**src/rtl/compare_condition_stage.sv**
```systemverilog
// compare_condition_stage: two-stage pipelined compare with condition evaluation.
//   S1 registers the operand pair, condition code and signedness, and drives an internal
//   fast_comparator. S2 registers the corrected above/below/equal flags and the taken bit.
//   Both stages use a valid/ready handshake with backpressure from downstream.
// Ports:
//   clk, rst_n     - clock (rising edge), asynchronous active-low reset
//   in_valid_i     - operand pair and condition present
//   in_ready_o     - stage can accept this cycle
//   in_a_i, in_b_i - operands A and B
//   in_cond_i      - condition code: EQ, NE, GT, LT, GE, LE, ALWAYS, NEVER (000..111)
//   in_signed_i    - 1 = two's-complement compare, 0 = unsigned
//   out_valid_o    - result present
//   out_ready_i    - downstream accepts result
//   out_above_o    - A > B under the selected signedness
//   out_below_o    - A < B under the selected signedness
//   out_equal_o    - A == B
//   out_taken_o    - condition evaluated true
//
// fast_comparator: purely combinational unsigned magnitude comparator.
// Ports:
//   a_i, b_i  - operands
//   above_o   - a_i > b_i (unsigned)
//   below_o   - a_i < b_i (unsigned)

module fast_comparator #(
  parameter int unsigned WordWidth = 8
) (
  input  logic [WordWidth-1:0] a_i,
  input  logic [WordWidth-1:0] b_i,
  output logic                 above_o,
  output logic                 below_o
);

  assign above_o = (a_i > b_i);
  assign below_o = (a_i < b_i);

endmodule

module compare_condition_stage #(
  parameter int unsigned word_width = 8
) (
  input  logic                  clk,
  input  logic                  rst_n,
  input  logic                  in_valid_i,
  output logic                  in_ready_o,
  input  logic [word_width-1:0] in_a_i,
  input  logic [word_width-1:0] in_b_i,
  input  logic [2:0]            in_cond_i,
  input  logic                  in_signed_i,
  output logic                  out_valid_o,
  input  logic                  out_ready_i,
  output logic                  out_above_o,
  output logic                  out_below_o,
  output logic                  out_equal_o,
  output logic                  out_taken_o
);

  localparam int unsigned Msb = word_width - 1;

  // S1: operand stage
  logic                  s1_valid_q;
  logic [word_width-1:0] s1_a_q, s1_b_q;
  logic [2:0]            s1_cond_q;
  logic                  s1_signed_q;

  // S2: result stage
  logic s2_valid_q;
  logic s2_above_q, s2_below_q, s2_equal_q, s2_taken_q;

  logic in_fire, s2_adv;
  logic c_above, c_below;
  logic above_d, below_d, equal_d, taken_d;

  assign s2_adv     = s1_valid_q & (~s2_valid_q | out_ready_i);
  assign in_ready_o = ~s1_valid_q | s2_adv;
  assign in_fire    = in_valid_i & in_ready_o;

  fast_comparator #(
    .WordWidth (word_width)
  ) u_fast_comparator (
    .a_i     (s1_a_q),
    .b_i     (s1_b_q),
    .above_o (c_above),
    .below_o (c_below)
  );

  always_comb begin
    above_d = c_above;
    below_d = c_below;
    // With differing sign bits in signed mode the negative operand is the smaller one.
    if (s1_signed_q && (s1_a_q[Msb] != s1_b_q[Msb])) begin
      above_d = s1_b_q[Msb];
      below_d = s1_a_q[Msb];
    end
    equal_d = ~above_d & ~below_d;

    taken_d = 1'b0;
    unique case (s1_cond_q)
      3'b000:  taken_d = equal_d;
      3'b001:  taken_d = ~equal_d;
      3'b010:  taken_d = above_d;
      3'b011:  taken_d = below_d;
      3'b100:  taken_d = above_d | equal_d;
      3'b101:  taken_d = below_d | equal_d;
      3'b110:  taken_d = 1'b1;
      3'b111:  taken_d = 1'b0;
      default: taken_d = 1'b0;
    endcase
  end

  always_ff @(posedge clk or negedge rst_n) begin
    if (!rst_n) begin
      s1_valid_q  <= 1'b0;
      s1_a_q      <= '0;
      s1_b_q      <= '0;
      s1_cond_q   <= 3'b000;
      s1_signed_q <= 1'b0;
    end else begin
      s1_valid_q <= in_fire | (s1_valid_q & ~s2_adv);
      if (in_fire) begin
        s1_a_q      <= in_a_i;
        s1_b_q      <= in_b_i;
        s1_cond_q   <= in_cond_i;
        s1_signed_q <= in_signed_i;
      end
    end
  end

  always_ff @(posedge clk or negedge rst_n) begin
    if (!rst_n) begin
      s2_valid_q <= 1'b0;
      s2_above_q <= 1'b0;
      s2_below_q <= 1'b0;
      s2_equal_q <= 1'b0;
      s2_taken_q <= 1'b0;
    end else begin
      s2_valid_q <= s2_adv | (s2_valid_q & ~out_ready_i);
      if (s2_adv) begin
        s2_above_q <= above_d;
        s2_below_q <= below_d;
        s2_equal_q <= equal_d;
        s2_taken_q <= taken_d;
      end
    end
  end

  // Flags are forced low whenever no result is presented.
  assign out_valid_o = s2_valid_q;
  assign out_above_o = s2_valid_q & s2_above_q;
  assign out_below_o = s2_valid_q & s2_below_q;
  assign out_equal_o = s2_valid_q & s2_equal_q;
  assign out_taken_o = s2_valid_q & s2_taken_q;

endmodule

```
**config.mk**
```make
export PLATFORM = sky130hd
export DESIGN_NAME = compare_condition_stage
export DESIGN_NICKNAME = d
export VERILOG_FILES = /design/src/rtl/compare_condition_stage.sv
export SDC_FILE = /design/constraint.sdc
export NUM_CORES = 1
export LEC_CHECK = 0
export CAP_MARGIN = 20
export CORE_MARGIN = 4
export CORE_UTILIZATION = 44
export DETAILED_ROUTE_END_ITERATION = 16
export GPL_TIMING_DRIVEN = 0
export HOLD_SLACK_MARGIN = 0.1
export PLACE_DENSITY = 0.74
export SLEW_MARGIN = 20
export SYNTH_ARGS = -nofsm -noshare
export SYNTH_HDL_FRONTEND = slang
export SYNTH_SLANG_ARGS = --single-unit
```
**constraint.sdc**
```tcl
create_clock -name clk -period 1.8 [get_ports clk]
set_clock_uncertainty 0.1 [all_clocks]
set_input_delay 0.36 -clock clk [delete_from_list [all_inputs] [get_ports clk]]
set_output_delay 0.36 -clock clk [all_outputs]
set_load 0.05 [all_outputs]
```
== Word level (Yosys, flattened, before mapping) ==
Index checks and enable logic that the tools add are counted.

* Magnitude comparators: 2
* Reduce and logical (&&, ||, !) cells: 2
* Muxes and demuxes: 3
* Bitwise logic cells: 22
* Equal/unequal tests: 8

{| class="wikitable"
|+ Operator list
! operator !! number
|-
| 3-bit == test (second input constant) || 4
|-
| 1-bit bitwise AND || 9
|-
| 8-bit greater-than comparator || 1
|-
| 8-bit < comparator || 1
|-
| 1-bit case mux with 8 select lines || 1
|-
| 1-bit inverter || 7
|-
| 3-bit by 2-bit == test with 1-bit output (second input constant) || 2
|-
| 1-bit bitwise OR || 6
|-
| 3-bit by 1-bit == test with 1-bit output (second input constant) || 1
|-
| 3-bit zero test || 1
|-
| 1-bit 2-to-1 mux || 2
|-
| 1-bit logical AND || 1
|-
| 1-bit != test || 1
|}

* Register bits after elaboration: 26
* Input port bits: 24
* Logic and storage cells: 47
* Output and inout bits: 6

== Depth between registers and ports, before layout ==
* Depth in word-level cells: 7
* Depth in mapped cells: 7
* Gate-level depth less buffers: 7

== Cells and area by module ==
From an unflattened synthesis, not the netlist that was laid out.

* Cells, all modules: 114
* Area, all modules: 1357.6 um^2

{| class="wikitable"
|+ Modules (own cells, without submodules)
! module !! instances !! sequential area each (um^2) !! cells each !! area each (um^2)
|-
| compare_condition_stage || 1 || 650.6 || 85 || 1146.1
|-
| fast_comparator || 1 || 0.0 || 29 || 211.5
|}

== Least setup slack after synthesis ==
No wires, ideal clock.

* Kind: register to register
* Start point: register s2_valid_q, in the netlist out_valid_o
* End point: register s1_a_q[0]
* Setup time: 125 ps
* Period minus slack after synthesis: 2209 ps
* Cell stages (with the launch flop): 5
* Arrival time: 1984 ps
* Slack: -409 ps
* Buffers on the path: 1
* Required time: 1575 ps
* Path through: dfrtp_1 nand3b_1 nand2_1 buf_2 mux2_2

* Word-level cells in the longest chain between the ends: 5

{| class="wikitable"
|+ RTL lines
! element !! line !! RTL
|-
| start: declaration || 67 || <nowiki>logic s2_valid_q;</nowiki>
|-
| start signal: assignment || 137 || <nowiki>s2_valid_q <= s2_adv | (s2_valid_q & ~out_ready_i);</nowiki>
|-
| 1-bit inverter || 74 || <nowiki>assign s2_adv = s1_valid_q & (~s2_valid_q | out_ready_i);</nowiki>
|-
| 1-bit bitwise OR || 74 ||
|-
| 1-bit bitwise AND || 74 ||
|-
| 1-bit bitwise OR || 75 || <nowiki>assign in_ready_o = ~s1_valid_q | s2_adv;</nowiki>
|-
| named net in_ready_o || 45 || <nowiki>output logic in_ready_o,</nowiki>
|-
| 1-bit bitwise AND || 76 || <nowiki>assign in_fire = in_valid_i & in_ready_o;</nowiki>
|-
| end signal: assignment || 121 || <nowiki>s1_a_q <= in_a_i;</nowiki>
|-
| end: declaration || 62 || <nowiki>logic [word_width-1:0] s1_a_q, s1_b_q;</nowiki>
|}

The timed path passes the listed nets, and every way through them passes these cells.
A chain may end at the register's enable or synchronous reset.

== Worst setup path in the final report ==
* Start point: register s1_a_q[7]
* End point: register s2_taken_q

* Word-level cells in the longest chain between the ends: 7
* Elaborated cells on any way between the ends: 13
* Those cells by class: order compare: 2; eq/ne: 1; mux: 3; bitwise: 6; reduce/logical: 1

{| class="wikitable"
|+ RTL lines
! element !! line !! RTL
|-
| branches (longest 6 deep; another with 8-bit greater-than comparator) || - ||
|-
| 1-bit case mux with 8 select lines * || 98 || <nowiki>unique case (s1_cond_q)</nowiki>
|-
| end signal: assignment || 142 || <nowiki>s2_taken_q <= taken_d;</nowiki>
|-
| end: declaration || 68 || <nowiki>logic s2_above_q, s2_below_q, s2_equal_q, s2_taken_q;</nowiki>
|}

Mark *: on every way between the ends.

==> impl_results.rst <==
.. list-table::
   :header-rows: 1

   * - Metric
     - Value
   * - Status
     - finished, violations left
   * - Violated checks
     - setup timing
   * - Setup repair after global routing missed its margin
     - yes
   * - FP Rows
     - 19
   * - Drc violations
     - 0
   * - Worst-case hold slack
     - 0.416 ns
   * - Highest-count cells in the layout ignoring fill and taps
     - sky130_fd_sc_hd__dfrtp_1 (24), sky130_fd_sc_hd__clkdlybuf4s50_1 (22), sky130_fd_sc_hd__mux2_2 (21)
   * - Chip Width
     - 63.1 um
   * - Largest area contributor in the synthesized netlist
     - sky130_fd_sc_hd__dfrtp_1
   * - Per-cell via count in the routed design
     - 5.48
   * - DRC violation total after the first TritonRoute iteration
     - 30
   * - Number of buffers created by CTS
     - 3
   * - Worst endpoint required time
     - 1.92 ns
   * - Starting density of the core
     - 47.2%
   * - GR Util All Layers
     - 15.4%
   * - Syn avg cell area
     - 11.3 um^2
   * - Longest Clk Path Bufs
     - 2
   * - Synthesized area
     - 1340 um^2
   * - Maximum Capacitance Violations
     - 0
   * - Placer's final routability congestion estimate
     - 0.728
   * - Gate family responsible for the most delay along the worst path
     - compound AO/OA/AOI/OAI gates
   * - Final critical path time including I/O delays and setup
     - 1.83 ns
   * - PD cells
     - 1030 nW/um^2
   * - Final routed wire length divided by cell count
     - 15.2 um
   * - Initial antenna violation count
     - 0
   * - Max H-tree Level
     - 1
   * - Crit Path Category
     - reg2reg
   * - Number of iterations in the first detailed-routing pass
     - 4
   * - Warning count from the yosys run
     - 0
   * - I/O pin total
     - 30
   * - Full die area
     - 3980 um^2
   * - DP Wirelength
     - 2.02 mm
   * - Clock latency of the later-clocked register in the worst-skew pair
     - 0.33 ns
   * - Worst Path Max Fanout
     - 5
   * - Worst-path clk slew
     - 0.16 ns
   * - Share of the cycle needed by the critical path after routing
     - 101%
   * - Bufs and invs on worst path
     - 0
   * - Post-layout utilization of the core
     - 65.7%
   * - Number of unique standard cell types used by synthesis
     - 29
   * - Setup slack of the critical path after layout
     - -0.0255 ns
   * - Minimum setup slack after placement
     - -0.477 ns
   * - Crit path DAT
     - 1.95 ns
   * - N_diodes
     - 0
   * - Area used by multi-input combinational logic
     - 741 um^2
   * - Seq/Total Area, Yosys
     - 48.7%
   * - Vias in the first global route
     - 1122
   * - Worst setup EP type
     - flip-flop
   * - Syn nets
     - 150
   * - Final setup violating endpoints
     - 1
   * - Commonest non-fill, non-tap cell in the layout
     - sky130_fd_sc_hd__dfrtp_1
   * - Worst relative slew slack
     - 60.6%
   * - CP cell instances
     - ha_4 -> nand2b_4 -> nor2_1 -> a311o_1 -> a311oi_2 -> a41oi_2
   * - TritonCTS clock tree
     - built
   * - Global-route wire length before repair
     - 4.89 mm
   * - Number of cells in the finished layout apart from fillers
     - 187
   * - Maximum number of pins on one net before global-route repair
     - 27
   * - VDD IR max
     - 482 uV
   * - Synthesized netlist cell count
     - 118
   * - Largest cells by area after synthesis
     - sky130_fd_sc_hd__dfrtp_1 (49%), sky130_fd_sc_hd__mux2_2 (18%), sky130_fd_sc_hd__ha_1 (7.5%), sky130_fd_sc_hd__inv_1 (2.2%), sky130_fd_sc_hd__nand2_1 (2.2%)
   * - Num Clock Sinks
     - 26
   * - FF/Latch Area
     - 653 um^2
   * - Routed Antenna Nets
     - 0
   * - Layout fillers
     - 240
   * - Placed cell count
     - 178
   * - Fraction of layout cells with a size suffix above 1
     - 35.3%
   * - Pins over their slew limit
     - 0
   * - Measured slew at the worst slew-check pin
     - 0.591 ns
   * - FMAX
     - 0.548 GHz
   * - Detailed-route wire length
     - 2.84 mm
   * - Portion of synthesized cell area occupied by the leading cell type
     - 48.7%
   * - Area Overhead vs Synth
     - 39.0%
   * - Crit start category
     - flip-flop
   * - Clock Root Buffer
     - sky130_fd_sc_hd__clkbuf_4
   * - Final Hold Violating Endpoints
     - 0
   * - Aggregate negative setup slack
     - -0.0255 ns
   * - Leak pwr
     - 0.793 nW
   * - Total global routing overflow
     - 0
   * - Net count, final
     - 189
   * - Slowest stage cell, crit path
     - sky130_fd_sc_hd__dfrtp_2
   * - Area of the core region
     - 2830 um^2
   * - Worst hold path class
     - reg2reg
   * - Slowest Stage Delay on Critical Path
     - 0.46 ns
   * - Number of buffers inserted by port buffering
     - 29
   * - Number of synthesized register bits
     - 26
   * - DR vias
     - 1025
   * - Vert. Die Dim
     - 63.1 um
[cell families after synthesis]
group | Yosys count | share of synthesized area (%)
adders and majority gates | 8 | 7.49
muxes | 21 | 17.7
AOI/OAI and AO/OA | 16 | 7.96
DFF | 26 | 48.7
xor gates and xnor gates | 1 | 0.656
and+or+nand+nor | 36 | 14.5
buffers and inverters | 10 | 3.00
[synth_stat cells]
master                     count
sky130_fd_sc_hd__nand4_1       2
sky130_fd_sc_hd__a21oi_1       5
sky130_fd_sc_hd__nor2_1        6
sky130_fd_sc_hd__a41oi_1       1
sky130_fd_sc_hd__nand3_1       1
sky130_fd_sc_hd__o21ai_1       3
sky130_fd_sc_hd__o21ai_0       1
sky130_fd_sc_hd__and2_1        4
sky130_fd_sc_hd__o31ai_1       1
sky130_fd_sc_hd__a311o_1       1
sky130_fd_sc_hd__nand2b_2      1
sky130_fd_sc_hd__mux2_2       21
sky130_fd_sc_hd__inv_1         8
sky130_fd_sc_hd__dfrtp_1      26
sky130_fd_sc_hd__buf_2         2
sky130_fd_sc_hd__o22ai_1       1
sky130_fd_sc_hd__xnor2_1       1
sky130_fd_sc_hd__a311oi_1      1
sky130_fd_sc_hd__nor3_1        3
sky130_fd_sc_hd__and2b_1       1
sky130_fd_sc_hd__or3_1         1
sky130_fd_sc_hd__nor2b_1       2
sky130_fd_sc_hd__ha_1          8
sky130_fd_sc_hd__nand3b_1      2
sky130_fd_sc_hd__a211oi_1      1
sky130_fd_sc_hd__nand2b_1      4
sky130_fd_sc_hd__or3b_1        1
sky130_fd_sc_hd__nand2_1       8
sky130_fd_sc_hd__o211ai_2      1
[per-stage QoR]
stage | instance area, um^2 | power (mW)
4_1_cts | 1810 | 1.87
2_1_floorplan | 1370 | 1.20
3_3_place_gp | 1690 | 1.37
5_1_grt | 1860 | 2.02
3_5_place_dp | 1690 | 1.40
6_report | 1860 | 1.91
[worst reg2reg max path, delay by kind of cell (launching register included)]
kind                       cells  cell delay, ns
and+or+nand+nor                2            0.19
adders and majority gates      1            0.29
AOI/OAI and AO/OA              3            0.67
DFF                            1            0.46
[where the power goes]
part           internal [mW]  switching, mW
Clock                  0.225          0.188
Combinational          0.360          0.370
Sequential             0.686         0.0770
Total                   1.27          0.635
[area by class of cell]
| class | instances | share of cell area [%] |
|---|---|---|
| Multi-Input combinational cell | 82 | 39.9 |
| Sequential cell | 26 | 35.2 |
| Timing Repair Buffer | 34 | 17.2 |
| Tap cell | 31 | 2.09 |
| Clock inverter | 1 | 1.62 |
| Inverter | 8 | 1.62 |
| Clock buffer | 3 | 1.21 |
| Buffer | 2 | 1.21 |
[routing by layer]
metal	up-vias	global-route usage, %	wire length, um
met5	-	0	0
met4	0	7.44	71
met3	7	3.20	142
met2	29	27.9	1490
met1	500	16.9	1130
li1	489	-	-
[repair_timing]
| action | in CTS | in global routing |
|---|---|---|
| pin swaps | 6 | 3 |
| hold buffers | 1 | 0 |
| buffers inserted | 3 | 1 |
| setup endpoints to repair | 9 | 4 |
| hold endpoints to repair | 26 | 0 |
| gates resized for setup | 26 | 8 |
[registers in the layout (all words and copies together) (netlist names)]
| name | count |
|---|---|
| out_valid_o | 1 |
| s2_below_q | 1 |
| s1_signed_q | 1 |
| s1_cond_q | 3 |
| s2_taken_q | 1 |
| s2_equal_q | 1 |
| s1_b_q | 8 |
| s1_a_q | 8 |
| s2_above_q | 1 |
| s1_valid_q | 1 |
[worst paths after layout]
path | endpoint | slack [ns] | cells past startpoint | startpoint
hold reg to reg | s2_above_q$_DFFE_PN0P_ | 0.42 | 2 | s2_above_q$_DFFE_PN0P_
hold / removal | s2_above_q$_DFFE_PN0P_ | 0.42 | 2 | s2_above_q$_DFFE_PN0P_
max in group asynchronous | s1_a_q[7]$_DFFE_PN0P_ | 0.74 | 2 | rst_n
min in group asynchronous | s1_b_q[7]$_DFFE_PN0P_ | 0.45 | 2 | rst_n
setup reg to reg | s2_taken_q$_DFFE_PN0P_ | -0.03 | 6 | s1_a_q[7]$_DFFE_PN0P_
setup / recovery | s2_taken_q$_DFFE_PN0P_ | -0.03 | 6 | s1_a_q[7]$_DFFE_PN0P_
No activity file was read; power rests on OpenSTA's default activity.
